--- src/rtl/pixel_config_array.sv ---
// Buffers N_CH-lane pixel config words and shifts them into parallel pixel chains
// on one shared divided serial clock. Define PIXEL_CFG_REPLAY_EN to retain the buffer for replay.
module pixel_config_array #(
    parameter int DIV_WIDTH       = 6,
    parameter int DATA_WIDTH      = 15,
    parameter int N_CH            = 2,
    parameter int ADDR_WIDTH      = 5,
    parameter int SHIFT_DIRECTION = 1
) (
    input  logic                         SYS_CLK,
    input  logic                         RESET_N,
    input  logic [DIV_WIDTH-1:0]         DIV,
    input  logic [N_CH*DATA_WIDTH-1:0]   SRAM_DATA,
    input  logic                         SRAM_WE,
    input  logic                         pulse_start,
    input  logic                         BUSY,
    output logic                         S_CLK,
    output logic [N_CH-1:0]              S_DATA,
    output logic                         S_LOAD,
    output logic                         RUNNING,
    output logic                         DONE,
    output logic                         FULL,
    output logic [ADDR_WIDTH:0]          COUNT,
    output logic                         ERR
);

    localparam int DEPTH    = 2**ADDR_WIDTH;
    localparam int CNT_BITS = ADDR_WIDTH + 1;
    // One spare bit so the LOAD span of 2**(DIV+1) cycles fits for the largest DIV
    localparam int CNT_W    = 2**DIV_WIDTH + 1;
    localparam int BIT_W    = (DATA_WIDTH > 1) ? $clog2(DATA_WIDTH) : 1;

    typedef enum logic [2:0] {
        IDLE,
        SHIFT,
        PAUSE,
        LOAD,
        FINISH
    } state_t;

    state_t                       state, state_nxt;
    logic [N_CH*DATA_WIDTH-1:0]   mem [DEPTH];
    logic [N_CH*DATA_WIDTH-1:0]   cur_word;
    logic [DIV_WIDTH-1:0]         div_q;
    logic [CNT_W-1:0]             div_cnt;
    logic [CNT_W-1:0]             half_mask;
    logic [CNT_W-1:0]             load_mask;
    logic [BIT_W-1:0]             bit_idx;
    logic [BIT_W-1:0]             bit_pos;
    logic [ADDR_WIDTH-1:0]        rd_ptr;
    logic [ADDR_WIDTH-1:0]        wr_addr;
    logic [CNT_BITS-1:0]          count_q;
    logic [CNT_BITS-1:0]          wr_base;
    logic [N_CH-1:0]              lane_bits;
    logic                         s_clk_q;
    logic                         err_q;
    logic                         tick;
    logic                         load_end;
    logic                         last_bit;
    logic                         last_entry;
    logic                         entry_end;
    logic                         start_ok;
    logic                         wr_ok;
    logic                         wr_drop;
    logic                         full_int;
`ifdef PIXEL_CFG_REPLAY_EN
    logic                         replay_pend;
`endif

    always_comb begin
        half_mask  = ~({CNT_W{1'b1}} << div_q);
        load_mask  = {half_mask[CNT_W-2:0], 1'b1};
        tick       = (div_cnt == half_mask);
        load_end   = (div_cnt == load_mask);
        last_bit   = (bit_idx == BIT_W'(DATA_WIDTH - 1));
        last_entry = ({1'b0, rd_ptr} == (count_q - 1'b1));
        entry_end  = (state == SHIFT) && tick && s_clk_q && last_bit;
        full_int   = (count_q == CNT_BITS'(DEPTH));
        start_ok   = (state == IDLE) && pulse_start;
        bit_pos    = (SHIFT_DIRECTION != 0) ? (BIT_W'(DATA_WIDTH - 1) - bit_idx) : bit_idx;
        cur_word   = mem[rd_ptr];
    end

    // A write after a completed run restarts the buffer at entry 0 when replay is enabled
    always_comb begin
`ifdef PIXEL_CFG_REPLAY_EN
        wr_base = replay_pend ? '0 : count_q;
        wr_ok   = SRAM_WE && (state == IDLE) && !pulse_start && (!full_int || replay_pend);
`else
        wr_base = count_q;
        wr_ok   = SRAM_WE && (state == IDLE) && !pulse_start && !full_int;
`endif
        wr_drop = SRAM_WE && !wr_ok;
        wr_addr = wr_base[ADDR_WIDTH-1:0];
    end

    for (genvar k = 0; k < N_CH; k++) begin : g_lane
        logic [DATA_WIDTH-1:0] lane_word;
        assign lane_word    = cur_word[k*DATA_WIDTH +: DATA_WIDTH];
        assign lane_bits[k] = lane_word[bit_pos];
    end

    always_ff @(posedge SYS_CLK or negedge RESET_N) begin
        if (!RESET_N) begin
            state <= IDLE;
        end else begin
            state <= state_nxt;
        end
    end

    always_comb begin
        state_nxt = state;
        RUNNING   = 1'b0;
        DONE      = 1'b0;
        S_LOAD    = 1'b0;
        S_DATA    = '0;
        case (state)
            IDLE: begin
                if (pulse_start) begin
                    state_nxt = (count_q == '0) ? FINISH : SHIFT;
                end
            end
            SHIFT: begin
                RUNNING = 1'b1;
                S_DATA  = lane_bits;
                if (entry_end) begin
                    if (last_entry) begin
                        state_nxt = LOAD;
                    end else if (BUSY) begin
                        state_nxt = PAUSE;
                    end
                end
            end
            PAUSE: begin
                RUNNING = 1'b1;
                S_DATA  = lane_bits;
                if (!BUSY) begin
                    state_nxt = SHIFT;
                end
            end
            LOAD: begin
                RUNNING = 1'b1;
                S_LOAD  = 1'b1;
                if (load_end) begin
                    state_nxt = FINISH;
                end
            end
            FINISH: begin
                DONE      = 1'b1;
                state_nxt = IDLE;
            end
            default: state_nxt = IDLE;
        endcase
    end

    // Serial clock divider, bit and entry sequencing
    always_ff @(posedge SYS_CLK or negedge RESET_N) begin
        if (!RESET_N) begin
            div_q   <= '0;
            div_cnt <= '0;
            bit_idx <= '0;
            rd_ptr  <= '0;
            s_clk_q <= 1'b0;
        end else begin
            case (state)
                IDLE: begin
                    if (pulse_start) begin
                        div_q   <= DIV;
                        div_cnt <= '0;
                        bit_idx <= '0;
                        rd_ptr  <= '0;
                        s_clk_q <= 1'b0;
                    end
                end
                SHIFT: begin
                    if (tick) begin
                        div_cnt <= '0;
                        s_clk_q <= ~s_clk_q;
                        if (s_clk_q) begin
                            if (last_bit) begin
                                bit_idx <= '0;
                                if (!last_entry) begin
                                    rd_ptr <= rd_ptr + 1'b1;
                                end
                            end else begin
                                bit_idx <= bit_idx + 1'b1;
                            end
                        end
                    end else begin
                        div_cnt <= div_cnt + 1'b1;
                    end
                end
                PAUSE: begin
                    div_cnt <= '0;
                end
                LOAD: begin
                    div_cnt <= div_cnt + 1'b1;
                end
                default: begin
                    div_cnt <= '0;
                end
            endcase
        end
    end

    always_ff @(posedge SYS_CLK) begin
        if (wr_ok) begin
            mem[wr_addr] <= SRAM_DATA;
        end
    end

    always_ff @(posedge SYS_CLK or negedge RESET_N) begin
        if (!RESET_N) begin
            count_q <= '0;
            err_q   <= 1'b0;
        end else begin
            if (wr_ok) begin
                count_q <= wr_base + 1'b1;
            end
`ifndef PIXEL_CFG_REPLAY_EN
            else if (state == FINISH) begin
                count_q <= '0;
            end
`endif
            if (wr_drop) begin
                err_q <= 1'b1;
            end else if (start_ok) begin
                err_q <= 1'b0;
            end
        end
    end

`ifdef PIXEL_CFG_REPLAY_EN
    always_ff @(posedge SYS_CLK or negedge RESET_N) begin
        if (!RESET_N) begin
            replay_pend <= 1'b0;
        end else if (state == FINISH) begin
            replay_pend <= 1'b1;
        end else if (wr_ok) begin
            replay_pend <= 1'b0;
        end
    end
`endif

    always_comb begin
        S_CLK = s_clk_q;
        FULL  = full_int;
        COUNT = count_q;
        ERR   = err_q;
    end

endmodule

--- config.mk ---
export PLATFORM = sky130hd
export DESIGN_NAME = pixel_config_array
export DESIGN_NICKNAME = d
export VERILOG_FILES = /design/src/rtl/pixel_config_array.sv
export SDC_FILE = /design/constraint.sdc
export NUM_CORES = 1
export LEC_CHECK = 0
export ABC_AREA = 1
export CAP_MARGIN = 30
export CELL_PAD_IN_SITES_DETAIL_PLACEMENT = 1
export CELL_PAD_IN_SITES_GLOBAL_PLACEMENT = 1
export CORE_MARGIN = 8
export CORE_UTILIZATION = 30
export CTS_BUF_LIST = sky130_fd_sc_hd__clkbuf_2
export CTS_CLUSTER_SIZE = 16
export DETAILED_ROUTE_END_ITERATION = 6
export DONT_BUFFER_PORTS = 1
export PLACE_DENSITY = 0.58
export SETUP_SLACK_MARGIN = 0.5
export SLEW_MARGIN = 20
export SYNTH_ARGS = -nofsm -noshare
export SYNTH_HDL_FRONTEND = slang
export SYNTH_SLANG_ARGS = --single-unit
--- constraint.sdc ---
create_clock -name SYS_CLK -period 7 [get_ports SYS_CLK]
set_input_delay 1.05 -clock SYS_CLK [delete_from_list [all_inputs] [get_ports SYS_CLK]]
set_output_delay 1.05 -clock SYS_CLK [all_outputs]
set_load 0.05 [all_outputs]
==> impl_metrics.json, run 1 <==
{
  "ys.flop_type": "edfxtp_1",
  "worst-setup-path-type": "reg -> out",
  "synthArstFlopShare_pct": 8.658,
  "startpoint_type": "register",
  "tns_ns": 0,
  "grt_pass1_wl_mm": 250.8,
  "r2r-start": "COUNT[3]$_DFFE_PN0P_",
  "r2r_slack_ns": 2.34,
  "rsz0062_at_grt": "false",
  "die_w_um": 408.4,
  "maxCapViolCount": 0,
  "die_h_um": 408.4,
  "post-dp-hpwl_mm": 110.6,
  "via_per_inst": 5.225,
  "cts_max_path_buffers": 4,
  "yosysTopAreaCellShare_pct": 62.40,
  "yosysTopAreaCell": "edfxtp_1",
  "min_to": "mem[18][12]$_DFFE_PP_",
  "worst_pin_slew_ns": 1.049,
  "status": "complete, no violations",
  "most-common-layout-cells": "edfxtp_1, nor2_1, nand2_1",
  "rr_worst_depth": 10,
  "first_pass_iters": 6,
  "grt_pass1_vias": 36360,
  "design_area_sq_mm": 0.05308,
  "cp.arrival_ns": 5.05,
  "hold_class": "in -> reg",
  "cp_common_cell": "nand3_1",
  "post-route-period-util_pct": 87.11,
  "setup_violations": 0,
  "r2r_end": "mem[11][3]$_DFFE_PP_",
  "slowest_delay_ns": 0.77,
  "drtIter0Drc": 2945,
  "core.rowCount": 144,
  "p_per_area_mw_per_mm2": 310.4,
  "io_buffers": 0,
  "clock-sinks": 1051,
  "syn_area_sq_mm": 0.04620,
  "grt_remaining_overflow": 0,
  "hold_viol": 0,
  "drc": 0,
  "clockRootBuffer": "clkbuf_2",
  "nets": 4568,
  "yosys_warnings": 0,
  "syn_nets": 4326,
  "finalWeightedCongestion": 0.9114,
  "wire_per_inst_um": 25.50,
  "min-delay-start": "SRAM_DATA[12]",
  "grt_max_degree": 135,
  "holdPathStages": 2,
  "cts_made_buffers": 306,
  "fmax_mhz": 164.0,
  "antenna_left": 0,
  "p_leak_nw": 18.50,
  "synth_edf_count": 960,
  "pin_count": 55,
  "ys_seq_area_share_pct": 67.33,
  "clk_pin_slew_ns": 0.09,
  "initial_core_util_pct": 30.10,
  "cts_tree": "yes",
  "postSynthCellCount": 4275,
  "placedInstanceArea_sq_mm": 0.04929,
  "antenna_found_initial": 6,
  "wirelength_mm": 172.4,
  "synth_cell_types": 42,
  "holdWs_ns": 0.3571,
  "via_count": 35330,
  "path_buf_inv": 3,
  "drive_above_1_share_pct": 14.27,
  "fillers": 17240,
  "htree_num_levels": 5,
  "worstPathRequired_ns": 5.95,
  "cp-end-kind": "primary output",
  "area_growth_pct": 14.90,
  "synth_area_per_cell_sq_um": 10.81,
  "path_cells": "inv_2 -> buf_4 -> o211ai_1 -> nand3_1 -> nand2_1 -> nand3_1 -> nand3_1 -> nand3_1 -> nand3_1 -> nand2_1 -> nor2_1 -> buf_4",
  "worstPathMaxFanout": 31,
  "netlist_top_cells_area": "edfxtp_1, nor2_1, o21ai_0",
  "timing.final.max_slew_violations": 0,
  "insertion_delay_ns": 1.66,
  "die-area_sq_mm": 0.1668,
  "grt.total_usage_pct": 19.95,
  "fin_skew_ns": 0.1703,
  "critPathSlowestCell": "dfrtp_4",
  "finalCriticalPeriod_ns": 6.098,
  "core_sq_mm": 0.1535,
  "synth_seq_cells": 1051,
  "final_common_cell": "edfxtp_1",
  "critPathTopFamily": "simple AND/OR/NAND/NOR gates",
  "vdd_drop_max_uv": 215.8,
  "slew_headroom_pct": 29.87
}
[cells by family after synthesis]
family | count (synthesis) | share of synthesized area [%]
compound gates | 873 | 10.63
buf+inv | 426 | 3.591
mux | 1 | 0.02167
simple gates | 1815 | 16.28
fa+ha+maj | 10 | 0.2708
flops | 1051 | 67.33
xor+xnor | 99 | 1.877
[through the flow]
stage	power, W	instances	utilization, %	setup slack, ns
6_report	0.01648	6761	34.58	0.9020
5_1_grt	0.01733	6761	34.58	0.5155
4_1_cts	0.01662	6748	34.53	0.5457
3_5_place_dp	0.01188	6167	32.11	2.050
3_3_place_gp	0.01185	6136	31.68	2.004
2_1_floorplan	0.01008	4275	-	2.051
[Yosys cell counts (15+ instances only)]
library cell,count
edfxtp_1,960
nor2_1,764
nand2_1,648
o21ai_0,522
nand3_1,240
clkbuf_1,181
inv_1,172
o22ai_1,144
o211ai_1,106
xor2_1,93
dfrtp_1,91
nand4_1,60
a21oi_1,59
nor3_1,43
buf_2,39
o221ai_1,19
buf_1,15
[worst max path at each step]
stage	start	to	depth (start not counted)
finish	rd_ptr[2]$_DFFE_PN0P_	S_DATA[1]	12
global route	rd_ptr[2]$_DFFE_PN0P_	S_DATA[1]	14
CTS	rd_ptr[0]$_DFFE_PN0P_	S_DATA[1]	14
detailed placement	rd_ptr[0]$_DFFE_PN0P_	S_DATA[1]	13
global placement	rd_ptr[0]$_DFFE_PN0P_	S_DATA[1]	13
floorplan	pulse_start	mem[0][0]$_DFFE_PP_	5
[power by group]
| group | internal (W) | leakage [nW] | switching, W |
|---|---|---|---|
| logic | 0.00123 | 6.63 | 0.00359 |
| registers | 0.00697 | 9.87 | 0.000231 |
| clock network | 0.00179 | 2.00 | 0.00267 |
[registers in the layout (all words and copies together) (netlist names)]
signal   cells
COUNT        6
ERR          1
S_CLK        1
bit_idx      4
div_cnt     65
div_q        6
mem        960
rd_ptr       5
state        3
[layer usage]
metal	routed length [um]	vias to the layer above	track usage, %	share of wire, %
met5	14	-	0	0.0081
met2	83200	1122	33.44	48
li1	-	15860	-	-
met1	72760	17980	25.32	42
met3	8399	371	3.231	4.9
met4	8060	2	9.123	4.7
[what timing repair did]
action | in CTS | in global routing
setup endpoints to repair | 2 | 1
setup buffers | 1 | 4
gates resized for setup | 4 | 1
hold buffers | 80 | 0
hold endpoints to repair | 1076 | 0
gates cloned | 1 | 0
pin swaps | 0 | 0
[area by class of cell]
type,instances,area [sq um],share of cell area [%]
flip-flops and latches,1051,31120,58.62
clock inverters,50,270.3,0.5091
diodes,9,22.52,0.04243
repair buffers,172,2446,4.608
multi-input cells,2798,13690,25.79
clock buffers,449,2247,4.233
well taps,2044,2557,4.818
inverters,188,729.5,1.374
(Power assumes the default switching activity.)
==> inputs of run 2 (changes only) <==
--- a/config.mk
+++ b/config.mk
@@ -6,6 +6,7 @@
 export NUM_CORES = 1
 export LEC_CHECK = 0
 export ABC_AREA = 1
+export BUFFER_PORTS_ARGS = -buffer_cell sky130_fd_sc_hd__buf_2
 export CAP_MARGIN = 30
 export CELL_PAD_IN_SITES_DETAIL_PLACEMENT = 1
 export CELL_PAD_IN_SITES_GLOBAL_PLACEMENT = 1
@@ -14,10 +15,8 @@
 export CTS_BUF_LIST = sky130_fd_sc_hd__clkbuf_2
 export CTS_CLUSTER_SIZE = 16
 export DETAILED_ROUTE_END_ITERATION = 6
-export DONT_BUFFER_PORTS = 1
 export PLACE_DENSITY = 0.58
 export SETUP_SLACK_MARGIN = 0.5
-export SLEW_MARGIN = 20
 export SYNTH_ARGS = -nofsm -noshare
 export SYNTH_HDL_FRONTEND = slang
 export SYNTH_SLANG_ARGS = --single-unit
==> run 2 against run 1 <==
Die area did not move. Register-to-register slack improved by 0.25 ns. Flip-flop and latch count did not move. Clock power fell by 2%. Setup slack got worse by 0.11 ns. Clock skew rose by 0.0077 ns. Routed wire length fell by 0.73%. Critical path type unchanged. Largest power group unchanged. Highest routed layer is now met4.
==> impl_metrics.json, run 2 (synthesized netlist as in run 1, its figures left out) <==
{
  "cts_tree": "yes",
  "status": "complete, no violations",
  "grt.total_usage_pct": 19.82,
  "vdd_drop_max_uv": 146.5,
  "cts_max_path_buffers": 4,
  "timing.final.max_slew_violations": 0,
  "placedInstanceArea_sq_mm": 0.04954,
  "worst-setup-path-type": "reg -> out",
  "most-common-layout-cells": "edfxtp_1, nor2_1, nand2_1",
  "post-route-period-util_pct": 88.71,
  "slowest_delay_ns": 0.62,
  "insertion_delay_ns": 1.58,
  "finalCriticalPeriod_ns": 6.210,
  "drive_above_1_share_pct": 14.69,
  "htree_num_levels": 5,
  "pin_count": 55,
  "core_sq_mm": 0.1535,
  "clockRootBuffer": "clkbuf_2",
  "startpoint_type": "register",
  "internal_power_w": 0.009900,
  "path_cells": "clkinv_2 -> nor2_4 -> inv_1 -> a21oi_1 -> nor2_1 -> a21oi_1 -> nand2_1 -> nand2_1 -> nor2_1 -> nand2_1 -> nand3_1 -> a21oi_2 -> buf_2",
  "wirelength_mm": 171.2,
  "cts_made_buffers": 310,
  "die-area_sq_mm": 0.1668,
  "multi_input_area_sq_mm": 0.01369,
  "first_pass_iters": 5,
  "worstPathRequired_ns": 5.95,
  "hold_class": "in -> reg",
  "fin_skew_ns": 0.1780,
  "grt_pass1_vias": 36220,
  "wire_per_inst_um": 25.22,
  "design_area_sq_mm": 0.05264,
  "hold_viol": 0,
  "holdPathStages": 4,
  "finalWeightedCongestion": 0.9318,
  "drc": 0,
  "final_common_cell": "edfxtp_1",
  "net-switching-power_w": 0.006429,
  "clock-sinks": 1051,
  "antenna_left": 0,
  "post-dp-hpwl_mm": 108.3,
  "initial_core_util_pct": 30.10,
  "grt_max_degree": 113,
  "swShare_pct": 39.37,
  "regArea_sq_mm": 0.03112,
  "grt_remaining_overflow": 0,
  "maxCapViolCount": 0,
  "power_frac_seq_pct": 43.8,
  "worst_pin_slew_ns": 1.060,
  "largest_register_ffs": 960,
  "rr_worst_depth": 12,
  "pwr-share-comb_pct": 29.4,
  "die_h_um": 408.4,
  "p_per_area_mw_per_mm2": 310.2,
  "clk_pin_slew_ns": 0.11,
  "drtIter0Drc": 2762,
  "antenna_found_initial": 4,
  "critPathSlowestCell": "clkinv_2",
  "cp-end-kind": "primary output",
  "cp.arrival_ns": 5.16,
  "top_register": "mem",
  "fmax_mhz": 161.0,
  "cp_common_cell": "nand2_1",
  "grt_pass1_wl_mm": 248.5,
  "area_growth_pct": 13.94,
  "nets": 4588,
  "tns_ns": 0,
  "p_leak_nw": 18.42,
  "fillers": 17340,
  "worstPathMaxFanout": 30,
  "power.share.clock_pct": 26.8,
  "top_regs": "mem x960, div_cnt x65",
  "via_count": 35060,
  "die_w_um": 408.4,
  "rsz0062_at_grt": "false",
  "core.rowCount": 144,
  "slew_headroom_pct": 29.30,
  "io_buffers": 54,
  "via_per_inst": 5.165,
  "setup_violations": 0
}
[run 2: per-stage QoR]
stage / utilization [%] / cells / hold slack (ns) / worst slack, ns / total power [W]
after CTS: 34.22 / 6770 / 0.02940 / 0.4728 / 0.01647
after floorplan: - / 4275 / 0.4872 / 2.051 / 0.01008
after global placement: 31.87 / 6192 / 0.5157 / 1.716 / 0.01193
after global routing: 34.29 / 6784 / 0.07443 / 0.4735 / 0.01720
after detailed placement: 32.27 / 6218 / 0.5431 / 1.678 / 0.01199
final: 34.29 / 6787 / 0.2280 / 0.7903 / 0.01633
[run 2: final cells by class]
| class | instances | area share (%) |
|---|---|---|
| flip-flops and latches | 1051 | 59.11 |
| clock buffers | 451 | 4.288 |
| diodes | 11 | 0.05229 |
| clock inverters | 56 | 0.4611 |
| inverters | 188 | 1.390 |
| multi-input cells | 2798 | 26.00 |
| well taps | 2044 | 4.858 |
| repair inverters | 1 | 0.01664 |
| repair buffers | 187 | 3.819 |
[run 2: power groups by stage]
stage               Combinational (W)  Sequential [W]  Clock, W
floorplan                     0.00284         0.00724         0
global placement              0.00462         0.00731         0
detailed placement            0.00467         0.00732         0
CTS                           0.00476         0.00717   0.00454
global route                  0.00519         0.00717   0.00483
finish                        0.00480         0.00716   0.00437
[run 2: worst paths after layout]
check	start	slack, ns	end
worst min-delay path	DIV[5]	0.23	div_q[5]$_DFFE_PN0P_
min in group asynchronous	RESET_N	0.54	div_cnt[3]$_DFFE_PN0P_
max in group asynchronous	RESET_N	5.44	div_cnt[37]$_DFFE_PN0P_
worst max-delay path	rd_ptr[3]$_DFFE_PN0P_	0.79	S_DATA[0]
worst max register to register	state[1]$_DFFE_PN0P_	2.59	mem[4][9]$_DFFE_PP_
worst min register to register	state[0]$_DFFE_PN0P_	0.57	state[0]$_DFFE_PN0P_
[run 2: worst max-delay path, delay by kind of cell (launching register included)]
family / cells / cell delay, ns
buffers and inverters: 3 / 1.30
AO/OA/AOI/OAI: 3 / 0.94
AND/OR/NAND/NOR: 7 / 0.85
flip-flops: 1 / 0.48
[run 2: repair_timing]
action / CTS / global route
buffers inserted: 1 / 5
hold buffers: 43 / 0
endpoints found under the setup margin: 2 / 1
endpoints found under the hold margin: 771 / 0
cloned: 1 / 0
resized for setup: 7 / 0
[run 2: routing by layer]
| metal | vias up | wire (um) | GRT usage, % |
|---|---|---|---|
| met5 | - | 0 | 0 |
| met4 | 0 | 5405 | 7.139 |
| met3 | 278 | 8080 | 3.438 |
| met2 | 1007 | 83490 | 33.48 |
| met1 | 17900 | 74190 | 25.56 |
| li1 | 15880 | - | - |
